File: src/rtl/johnson_cnt_gen_if.sv
// ---------------------------------------------------------------------------
// johnson_cnt_gen_if
// Bundles the control inputs and status outputs of the Johnson counter.
//   en        count enable, one step per cycle while high
//   dir       0 = forward, 1 = reverse
//   load      parallel load strobe
//   load_val  value taken on load
//   cnt       registered counter state
//   phase     registered index of cnt in the Johnson sequence
//   wrap      one-cycle pulse when the sequence boundary is crossed
//   load_err  one-cycle pulse on an illegal load value (self-correct builds)
// Modports: master drives the controls, slave is the counter itself.
// ---------------------------------------------------------------------------
interface johnson_cnt_gen_if #(
  parameter int WIDTH = 4
);
  localparam int PW = $clog2(2 * WIDTH);

  logic             en;
  logic             dir;
  logic             load;
  logic [WIDTH-1:0] load_val;
  logic [WIDTH-1:0] cnt;
  logic [PW-1:0]    phase;
  logic             wrap;
  logic             load_err;

  modport master (
    output en, dir, load, load_val,
    input  cnt, phase, wrap, load_err
  );

  modport slave (
    input  en, dir, load, load_val,
    output cnt, phase, wrap, load_err
  );
endinterface

File: src/rtl/johnson_cnt_gen.sv
// ---------------------------------------------------------------------------
// johnson_cnt_gen
// Parametrised bidirectional Johnson (twisted-ring) counter used as a
// glitch-free phase/sequence generator.
// Ports:
//   clk    system clock, rising edge
//   reset  synchronous, active-high; overrides load and enable
//   bus    johnson_cnt_gen_if.slave (en, dir, load, load_val in;
//          cnt, phase, wrap, load_err out, all registered)
// Configuration macro: SELF_CORRECT_EN
//   defined   - illegal load values are replaced by 0 and flagged on
//               load_err; an illegal cnt is forced to 0 on the next step.
//   undefined - load_val is taken unconditionally, load_err stays 0 and an
//               illegal cnt keeps shifting (phase reads 0 meanwhile).
// ---------------------------------------------------------------------------
module johnson_cnt_gen #(
  parameter int WIDTH = 4
) (
  input  logic               clk,
  input  logic               reset,
  johnson_cnt_gen_if.slave   bus
);
  localparam int PW = $clog2(2 * WIDTH);
  localparam logic [PW-1:0] LAST_PHASE = PW'(2 * WIDTH - 1);

  logic [WIDTH-1:0] cnt_q, cnt_d;
  logic [PW-1:0]    phase_q, phase_d;
  logic             wrap_q, wrap_d;
  logic             load_err_q, load_err_d;
  logic [WIDTH-1:0] step_s;

  // Pattern with k ones in the LSBs (k = 0..WIDTH).
  function automatic logic [WIDTH-1:0] lsb_ones(input int k);
    logic [WIDTH-1:0] all_ones;
    all_ones = {WIDTH{1'b1}};
    return all_ones >> (WIDTH - k);
  endfunction

  // True when v is one of the 2*WIDTH states of the Johnson sequence.
  function automatic logic is_legal(input logic [WIDTH-1:0] v);
    logic ok;
    ok = 1'b0;
    for (int k = 0; k <= WIDTH; k++) begin
      if (v == lsb_ones(k)) ok = 1'b1;
      else                  ok = ok;
    end
    for (int j = 1; j < WIDTH; j++) begin
      if (v == ~lsb_ones(j)) ok = 1'b1;
      else                   ok = ok;
    end
    return ok;
  endfunction

  // Phase index of v; illegal patterns decode to 0.
  function automatic logic [PW-1:0] decode(input logic [WIDTH-1:0] v);
    logic [PW-1:0] p;
    p = {PW{1'b0}};
    for (int k = 0; k <= WIDTH; k++) begin
      if (v == lsb_ones(k)) p = PW'(k);
      else                  p = p;
    end
    // Ones in the MSBs with j zeros below them follow the all-ones state.
    for (int j = 1; j < WIDTH; j++) begin
      if (v == ~lsb_ones(j)) p = PW'(WIDTH + j);
      else                   p = p;
    end
    return p;
  endfunction

  // Single shift in the currently requested direction.
  always_comb begin
    step_s = cnt_q;
    if (bus.dir) step_s = {~cnt_q[0], cnt_q[WIDTH-1:1]};
    else         step_s = {cnt_q[WIDTH-2:0], ~cnt_q[WIDTH-1]};
  end

  // Next-state selection: load beats enable; idle holds and clears pulses.
  always_comb begin
    cnt_d      = cnt_q;
    phase_d    = phase_q;
    wrap_d     = 1'b0;
    load_err_d = 1'b0;
    if (bus.load) begin
`ifdef SELF_CORRECT_EN
      if (is_legal(bus.load_val)) begin
        cnt_d = bus.load_val;
      end else begin
        cnt_d      = {WIDTH{1'b0}};
        load_err_d = 1'b1;
      end
`else
      cnt_d = bus.load_val;
`endif
      phase_d = decode(cnt_d);
    end else if (bus.en) begin
`ifdef SELF_CORRECT_EN
      if (is_legal(cnt_q)) cnt_d = step_s;
      else                 cnt_d = {WIDTH{1'b0}};
`else
      cnt_d = step_s;
`endif
      phase_d = decode(cnt_d);
      // Only a legal state can cross the 2W-1 <-> 0 boundary.
      if (is_legal(cnt_q)) begin
        if (bus.dir) wrap_d = (phase_q == {PW{1'b0}});
        else         wrap_d = (phase_q == LAST_PHASE);
      end else begin
        wrap_d = 1'b0;
      end
    end else begin
      cnt_d   = cnt_q;
      phase_d = phase_q;
    end
  end

  // State and output registers with synchronous reset.
  always_ff @(posedge clk) begin
    if (reset) begin
      cnt_q      <= {WIDTH{1'b0}};
      phase_q    <= {PW{1'b0}};
      wrap_q     <= 1'b0;
      load_err_q <= 1'b0;
    end else begin
      cnt_q      <= cnt_d;
      phase_q    <= phase_d;
      wrap_q     <= wrap_d;
      load_err_q <= load_err_d;
    end
  end

  assign bus.cnt      = cnt_q;
  assign bus.phase    = phase_q;
  assign bus.wrap     = wrap_q;
  assign bus.load_err = load_err_q;
endmodule

File: src/flat_wrapper.sv
// flat-port wrapper written by rule: the top's interface ports become plain ports
module johnson_cnt_gen_flat 
#(
  parameter int WIDTH = 4
)
  (clk, reset, bus_en, bus_dir, bus_load, bus_load_val, bus_cnt, bus_phase, bus_wrap, bus_load_err);
  johnson_cnt_gen_if #(.WIDTH(WIDTH)) bus_i ();
  input  logic clk;
  input  logic reset;
  input wire logic [$bits(bus_i.en)-1:0] bus_en;
  input wire logic [$bits(bus_i.dir)-1:0] bus_dir;
  input wire logic [$bits(bus_i.load)-1:0] bus_load;
  input wire logic [$bits(bus_i.load_val)-1:0] bus_load_val;
  output wire logic [$bits(bus_i.cnt)-1:0] bus_cnt;
  output wire logic [$bits(bus_i.phase)-1:0] bus_phase;
  output wire logic [$bits(bus_i.wrap)-1:0] bus_wrap;
  output wire logic [$bits(bus_i.load_err)-1:0] bus_load_err;
  assign bus_i.en = bus_en;
  assign bus_i.dir = bus_dir;
  assign bus_i.load = bus_load;
  assign bus_i.load_val = bus_load_val;
  assign bus_cnt = bus_i.cnt;
  assign bus_phase = bus_i.phase;
  assign bus_wrap = bus_i.wrap;
  assign bus_load_err = bus_i.load_err;
  johnson_cnt_gen #(.WIDTH(WIDTH)) u_core (.clk(clk), .reset(reset), .bus(bus_i));
endmodule
File: config.mk
export PLATFORM = sky130hd
export DESIGN_NAME = johnson_cnt_gen_flat
export DESIGN_NICKNAME = d
export VERILOG_FILES = /design/src/rtl/johnson_cnt_gen_if.sv /design/src/rtl/johnson_cnt_gen.sv /design/src/flat_wrapper.sv
export SDC_FILE = /design/constraint.sdc
export NUM_CORES = 1
export LEC_CHECK = 0
export ABC_AREA = 0
export CAP_MARGIN = 40
export CELL_PAD_IN_SITES_DETAIL_PLACEMENT = 1
export CELL_PAD_IN_SITES_GLOBAL_PLACEMENT = 2
export CORE_MARGIN = 4
export CORE_UTILIZATION = 24
export DETAILED_ROUTE_END_ITERATION = 6
export GPL_TIMING_DRIVEN = 0
export PLACE_DENSITY = 0.72
export SKIP_LAST_GASP = 1
export SYNTH_ARGS = -nofsm -noshare
export SYNTH_HDL_FRONTEND = slang
export SYNTH_SLANG_ARGS = --single-unit
File: constraint.sdc
create_clock -name clk -period 1.53 [get_ports clk]
set_input_delay 0.306 -clock clk [delete_from_list [all_inputs] [get_ports clk]]
set_output_delay 0.306 -clock clk [all_outputs]
set_load 0.1 [all_outputs]
==> impl_metrics.json, run 1 <==
{
  "grt_use_met2": 0.187,
  "worstPathArrival_ns": 1.59,
  "final-setup-viol-count": 0,
  "ir_drop_uv": 443,
  "antenna_found_initial": 0,
  "p_int_mw": 0.448,
  "finalCritPeriodShare": 0.911,
  "rrSetupSlack_ns": 0.25,
  "dieArea_um2": 3350,
  "required_ns": 1.73,
  "hold_class": "primary input to flip-flop",
  "synthesis.area_um2": 597,
  "fmax_mhz": 718,
  "synth-edff-count": 0,
  "htree_levels": 1,
  "rsz0062_at_grt": "false",
  "syn-num-nets": 86,
  "cts_buffer_depth": 2,
  "port-buffer-count": 14,
  "fp.coreArea_um2": 2300,
  "synth_cells": 77,
  "ys_seq_area_frac": 0.268,
  "die-width_um": 57.9,
  "criticalPathCategory": "primary input to flip-flop",
  "async_flop_share": 0,
  "synthDistinctLibCells": 37,
  "clk_latency_ns": 0.27,
  "hold_viol": 0,
  "yosys.area.top_type": "dfxtp_1",
  "grt_usage": 0.123,
  "grtUsageMet1": 0.156,
  "fin_area_um2": 891,
  "grt_max_degree": 11,
  "synth.area.top_cells": "dfxtp_1 27%, nor2_1 7.5%, a21oi_1 6.7%",
  "skew_ns": 0.00576,
  "clockPowerShare": 0.245,
  "synth.ff_latch_count": 8,
  "drive_gt1_frac": 0.295,
  "clockRootBuffer": "clkbuf_4",
  "drc": 0,
  "cts-hold-fix-buffers": 0,
  "comb_power_share": 0.428,
  "cts_buffers": 3,
  "met3_usage": 0.0445,
  "grt_pass1_wl_um": 3060,
  "leakage_nw": 0.336,
  "postPlaceCellArea_um2": 902,
  "yosysTopAreaCellShare": 0.268,
  "fp-row-count": 17,
  "area_growth_pct": 49.3,
  "dr_total_vias": 621,
  "avgSynthCellArea_um2": 7.75,
  "drt_iter0_markers": 5,
  "diodes": 0,
  "outcome": "completed",
  "initial_core_util": 0.260,
  "gp_congestion": 0.718,
  "seqPwrFrac": 0.327,
  "p_sw_frac": 0.404,
  "clock_sinks": 8,
  "tns_ns": 0,
  "top_usage_layer": "met2",
  "grt_overflow": 0,
  "yosys_most_used_dff": "dfxtp_1",
  "dp_cells": 127,
  "firstDrtPassIters": 3,
  "setup.worst_path.end_class": "flip-flop",
  "n_fill_cell": 272,
  "start_kind": "primary input",
  "power_density_nw_per_um2": 843,
  "layout.cells.non_filler": 123,
  "design.portCount": 18,
  "drv_cap": 0,
  "fp.dieH_um": 57.9,
  "path_max_fanout": 10,
  "drt-total-wl_um": 1830,
  "period_needed_ns": 1.39,
  "grt_pass1_vias": 615,
  "power_switching_mw": 0.303,
  "nNetsFinal": 105,
  "ys_warn_count": 0,
  "viasPerCell": 5.05,
  "cts_tree": "yes",
  "slew_violations": 0,
  "antenna_left": 0,
  "clkTransAtPathRegs_ns": 0.06,
  "wire_per_inst_um": 14.9,
  "dpl.hpwl_um": 1410
}
==> metal layers <==
metal | wire length, um | vias to the layer above
met4 | 32 | 0
met3 | 94 | 4
li1 | - | 313
met5 | 0 | -
met2 | 850 | 15
met1 | 855 | 289
==> worst paths after layout <==
kind	start	cells past startpoint	end
worst min-delay path	reset	2	u_core.bus.cnt[0]$_SDFFE_PP0P_
worst min register to register	u_core.bus.phase[0]$_SDFFE_PP0P_	2	u_core.bus.phase[0]$_SDFFE_PP0P_
worst max register to register	u_core.bus.cnt[1]$_SDFFE_PP0P_	5	u_core.bus.phase[1]$_SDFFE_PP0P_
worst max-delay path	bus_dir	6	u_core.bus.cnt[0]$_SDFFE_PP0P_
==> cells in the final DEF, fill, tap and decap left out, drive strengths merged, types with 2 or more instances in the layout <==
cell type      netlist  routed
dfxtp                8       8
nand3                3       3
a21oi                8       8
a211oi               4       4
nand2b               3       3
nand2                3       3
nor3                 2       2
mux2i                2       2
clkdlybuf4s50        0       6
nor2                13      13
o21ai                3       3
a221oi               2       2
a311oi               2       2
buf                  8      16
clkbuf               1       5
==> synthesized netlist by cell type, types with 2 or more instances <==
library cell / n
a21oi_1: 8
dfxtp_1: 8
nor2_1: 12
nor3_1: 2
buf_6: 3
buf_2: 3
a211oi_1: 3
a311oi_1: 2
nand2b_1: 2
o21ai_0: 2
nand2_1: 3
nand3_1: 3
mux2i_1: 2
==> kinds of logic after synthesis <==
kind of cell	share of synthesized area
AND/OR/NAND/NOR	0.258
other	0.00628
flip-flops	0.268
AO/OA/AOI/OAI	0.291
buffers and inverters	0.113
multiplexers	0.0335
XOR/XNOR	0.0294
==> layout make-up <==
| class | count | area (um2) | area share |
|---|---|---|---|
| Buffer | 9 | 63.8 | 0.0716 |
| Timing Repair Buffer | 14 | 220 | 0.247 |
| Multi-Input combinational cell | 59 | 369 | 0.414 |
| Sequential cell | 8 | 173 | 0.194 |
| Tap cell | 28 | 35.0 | 0.0393 |
| Clock buffer | 4 | 26.3 | 0.0295 |
| Inverter | 1 | 3.75 | 0.00421 |
==> through the flow <==
stage	power [mW]	setup slack, ns	util	hold WS [ns]
after detailed placement	0.580	-0.155	0.393	0.575
final	0.751	0.137	0.388	0.402
after floorplan	0.460	0.0115	-	0.445
after global placement	0.533	-0.334	0.340	0.565
after global routing	0.798	0.0770	0.388	0.451
after CTS	0.765	0.124	0.388	0.406
==> timing repair <==
| action | CTS | global route |
|---|---|---|
| buffers inserted | 0 | 0 |
| resized for setup | 9 | 0 |
| endpoints found under the setup margin | 8 | 0 |
==> worst max-delay path, cell delays in order <==
cell,delay (ns)
clkdlybuf4s50_1,0.47
buf_6,0.18
or2_1,0.20
a311oi_1,0.29
a21oi_1,0.07
nor2_1,0.08
==> flip-flops by register name, indices dropped and copies added, names as in the netlist <==
name	cells
u_core.bus.phase	3
u_core.bus.wrap	1
u_core.bus.cnt	4
==> power groups by stage <==
stage	logic [mW]	registers, mW	clock network [mW]
CTS	0.323	0.246	0.196
global route	0.341	0.248	0.208
global placement	0.291	0.242	0
finish	0.321	0.246	0.184
detailed placement	0.337	0.243	0
floorplan	0.118	0.342	0
No activity file was read; power rests on OpenSTA's default activity.
==> run 2, diff against run 1 <==
- REMOVE_ABC_BUFFERS: not set -> 1
==> impl_metrics.json, run 2 (synthesis results as in run 1) <==
{
  "outcome": "completed",
  "clk_latency_ns": 0.26,
  "largest_register_ffs": 4,
  "multiInputGateArea_um2": 369,
  "start_kind": "flip-flop",
  "cts_buffer_depth": 2,
  "drive_gt1_frac": 0.220,
  "drc": 0,
  "grt_use_met2": 0.187,
  "dr_total_vias": 622,
  "dieArea_um2": 3350,
  "antenna_found_initial": 0,
  "fin_util": 0.383,
  "hold_viol": 0,
  "power_density_nw_per_um2": 823,
  "diodes": 0,
  "top_usage_layer": "met2",
  "period_needed_ns": 1.43,
  "drt-total-wl_um": 1730,
  "finalCritPeriodShare": 0.933,
  "required_ns": 1.22,
  "design.portCount": 18,
  "mostFrequentLayoutCell": "nor2_1",
  "fp.dieH_um": 57.9,
  "grtUsageMet1": 0.133,
  "area_growth_pct": 47.4,
  "clkTransAtPathRegs_ns": 0.06,
  "wire_per_inst_um": 14.5,
  "met3_usage": 0.0356,
  "htree_levels": 1,
  "leakage_nw": 0.341,
  "rsz0062_at_grt": "false",
  "port-buffer-count": 16,
  "grt_pass1_wl_um": 2850,
  "gp_congestion": 0.728,
  "drt_iter0_markers": 11,
  "seq_area_um2": 175,
  "ir_drop_uv": 457,
  "dpl.hpwl_um": 1290,
  "final_cell_mix": "12 x nor2_1, 8 x a21oi_1, 8 x buf_12",
  "viasPerCell": 5.23,
  "firstDrtPassIters": 4,
  "skew_ns": 0.00399,
  "die-width_um": 57.9,
  "tightest_slew_ns": 0.596,
  "setup.worst_path.end_class": "primary output",
  "n_fill_cell": 275,
  "grt_usage": 0.109,
  "criticalPathCategory": "flip-flop to primary output",
  "nNetsFinal": 102,
  "initial_core_util": 0.260,
  "cts_tree": "yes",
  "crit_chain": "dlygate4sd2_1 -> buf_12",
  "slew_violations": 0,
  "drv_cap": 0,
  "timing.hold.ws_ns": 0.535,
  "antenna_left": 0,
  "worstPathArrival_ns": 1.12,
  "slew_headroom": 0.602,
  "grt_max_degree": 17,
  "hold_class": "flip-flop to flip-flop",
  "final-setup-viol-count": 0,
  "clock_sinks": 8,
  "grt_overflow": 0,
  "fp-row-count": 17,
  "clockRootBuffer": "clkbuf_4",
  "fmax_mhz": 701,
  "critPathSlowestCell": "dfxtp_4",
  "fp.coreArea_um2": 2300,
  "path_max_fanout": 10,
  "cts_buffers": 3,
  "slowest_delay_ns": 0.41,
  "grt_pass1_vias": 593
}
==> run 2: cell types whose count changed in the layout (fill, tap and decap cells not counted), sizes merged <==
cell,delta
dlygate4sd2,+5
clkdlybuf4s50,-1
buf,-7
dlymetal6s2s,+1
clkbuf,-2
==> run 2: timing repair <==
action | 4_1_cts | 5_1_grt
setup buffers | 0 | 1
hold buffers | 0 | 0
cloned | 0 | 0
resized for setup | 20 | 2
hold endpoints to repair | 0 | 0
setup endpoints to repair | 11 | 2
==> run 2: final timing paths <==
path,startpoint,endpoint,slack (ns),cells past startpoint
worst max-delay path,u_core.bus.cnt[3]$_SDFFE_PP0P_,bus_cnt[3],0.10,2
worst min-delay path,u_core.bus.cnt[3]$_SDFFE_PP0P_,u_core.bus.wrap$_SDFF_PP0_,0.53,1
worst max register to register,u_core.bus.cnt[2]$_SDFFE_PP0P_,u_core.bus.phase[1]$_SDFFE_PP0P_,0.24,4
worst min register to register,u_core.bus.cnt[3]$_SDFFE_PP0P_,u_core.bus.wrap$_SDFF_PP0_,0.53,1
==> run 2: power by group <==
part / internal [mW] / total (mW) / switching (mW)
registers: 0.221 / 0.249 / 0.0273
clock network: 0.0903 / 0.169 / 0.0786
logic: 0.118 / 0.306 / 0.188
total: 0.429 / 0.724 / 0.294
==> run 2: worst max-delay path: cells and delay by family, from the launching register on <==
family   cells  cell delay (ns)
buf+inv      2             0.46
flops        1             0.41
==> run 2: area by class of cell <==
| cell class | count | share of cell area |
|---|---|---|
| timing repair buffer | 20 | 0.312 |
| tap | 28 | 0.0398 |
| inverter | 1 | 0.00427 |
| sequential | 8 | 0.199 |
| clock buffer | 3 | 0.0256 |
| multi-input combinational | 59 | 0.420 |
==> run 2: metal layers <==
| metal | share of wire | up-vias | wire [um] |
|---|---|---|---|
| met1 | 0.44 | 297 | 755 |
| met3 | 0.061 | 2 | 105 |
| met2 | 0.50 | 17 | 857 |
| li1 | - | 306 | - |
| met5 | 0 | - | 0 |
| met4 | 0.0058 | 0 | 10 |
==> run 2: stage by stage <==
step | setup TNS (ns) | setup slack, ns | area, um2 | std cells | total power, mW
global route | 0 | 0.0593 | 880 | 119 | 0.766
global placement | -4.61 | -0.539 | 728 | 112 | 0.515
floorplan | -1.63 | -0.333 | 533 | 68 | 0.429
finish | 0 | 0.103 | 880 | 119 | 0.724
detailed placement | -2.25 | -0.301 | 848 | 120 | 0.563
CTS | -0.200 | -0.200 | 875 | 119 | 0.736
==> run 3, diff against run 2 <==
- clock period: 1.53 -> 1.4 ns (I/O delays scaled with it)
==> impl_metrics.json, run 3 (synthesis results as in run 1) <==
{
  "dpl.hpwl_um": 1290,
  "wire_per_inst_um": 14.5,
  "drt_iter0_markers": 4,
  "cp_top_family": "buffers and inverters",
  "grt_overflow": 0,
  "crit_chain": "dlygate4sd2_1 -> buf_12",
  "area_growth_pct": 61.0,
  "grt_usage": 0.115,
  "design.portCount": 18,
  "gp_congestion": 0.728,
  "mostFrequentLayoutCell": "nor2_1",
  "clk_latency_ns": 0.26,
  "rsz0062_at_grt": "false",
  "initial_core_util": 0.260,
  "clock_sinks": 8,
  "setup.worst_path.end_class": "primary output",
  "slowest_delay_ns": 0.35,
  "cts_tree": "yes",
  "dieArea_um2": 3350,
  "n_fill_cell": 277,
  "grt_max_degree": 17,
  "dr_total_vias": 654,
  "cts_buffers": 3,
  "fp.coreArea_um2": 2300,
  "tightest_slew_ns": 0.607,
  "antenna_left": 0,
  "grt_pass1_vias": 642,
  "nNetsFinal": 110,
  "grt_pass1_wl_um": 3020,
  "seq_area_um2": 178,
  "required_ns": 1.12,
  "fp-row-count": 17,
  "cts_buffer_depth": 2,
  "final_cell_mix": "12 x nor2_1, 10 x buf_12, 8 x a21oi_1",
  "finalCritPeriodShare": 0.962,
  "skew_ns": 0.00278,
  "leakage_nw": 0.379,
  "worstPathArrival_ns": 1.07,
  "fin_util": 0.418,
  "criticalPathCategory": "flip-flop to primary output",
  "setup_slack_ns": 0.0538,
  "critPathSlowestCell": "dfxtp_4",
  "power_density_nw_per_um2": 861,
  "postPlaceCellArea_um2": 848,
  "largest_register_ffs": 4,
  "layout.cells.non_filler": 127,
  "drc": 0,
  "path_max_fanout": 4,
  "slew_violations": 0,
  "cp.buffers_inverters": 2,
  "firstDrtPassIters": 3,
  "viasPerCell": 5.15,
  "start_kind": "flip-flop",
  "hold_viol": 0,
  "dp_cells": 120,
  "htree_levels": 1,
  "fin_area_um2": 961,
  "cts-hold-fix-buffers": 0,
  "diodes": 0,
  "clkTransAtPathRegs_ns": 0.06,
  "drv_cap": 0,
  "fmax_mhz": 743,
  "fp.dieH_um": 57.9,
  "outcome": "completed",
  "dp_slack_ns": -0.405,
  "antenna_found_initial": 0,
  "multiInputGateArea_um2": 369,
  "die-width_um": 57.9,
  "timing.hold.ws_ns": 0.589,
  "port-buffer-count": 16,
  "drt-total-wl_um": 1840,
  "drive_gt1_frac": 0.303,
  "hold_class": "flip-flop to flip-flop",
  "ir_drop_uv": 516,
  "period_needed_ns": 1.35,
  "slew_headroom": 0.595,
  "clockRootBuffer": "clkbuf_4",
  "final-setup-viol-count": 0
}
run 3: cell type report:
class                      count  area share
sequential                     8       0.185
multi-input combinational     59       0.384
clock buffer                   3      0.0234
tap                           28      0.0365
timing repair buffer          28       0.367
inverter                       1     0.00391
run 3: stage by stage:
step / setup TNS [ns] / total power [mW]
final: 0 / 0.828
after global routing: 0 / 0.872
after CTS: -0.0274 / 0.813
after detailed placement: -3.49 / 0.616
after global placement: -6.28 / 0.562
after floorplan: -2.67 / 0.469
run 3: what timing repair did:
item / CTS / global route
pin swaps: 0 / 0
setup endpoints to repair: 16 / 8
buffers inserted: 0 / 5
gates resized for setup: 29 / 8
run 3: final timing paths:
check                                       from                               end  slack (ns)  cells past startpoint
setup / recovery  u_core.bus.cnt[2]$_SDFFE_PP0P_                        bus_cnt[2]        0.05                      2
hold / removal    u_core.bus.cnt[3]$_SDFFE_PP0P_        u_core.bus.wrap$_SDFF_PP0_        0.59                      2
setup reg to reg  u_core.bus.cnt[2]$_SDFFE_PP0P_  u_core.bus.phase[2]$_SDFFE_PP0P_        0.11                      5
hold reg to reg   u_core.bus.cnt[3]$_SDFFE_PP0P_        u_core.bus.wrap$_SDFF_PP0_        0.59                      2
run 3: worst min-delay path: stages, from the launching register on:
cell      delay, ns
dfxtp_4        0.38
buf_12         0.11
a211oi_2       0.05
run 3: power breakdown:
group / switching, mW / total [mW] / leakage [nW] / internal [mW]
Clock: 0.0877 / 0.186 / 0.0138 / 0.0988
Combinational: 0.223 / 0.377 / 0.296 / 0.154
Sequential: 0.0211 / 0.264 / 0.0693 / 0.243
Total: 0.332 / 0.828 / 0.379 / 0.496
run 3: layer usage:
layer  routed length (um)  track usage
met3                   80       0.0356
met1                  784        0.137
met4                   10       0.0265
met2                  964        0.202
met5                    0            0
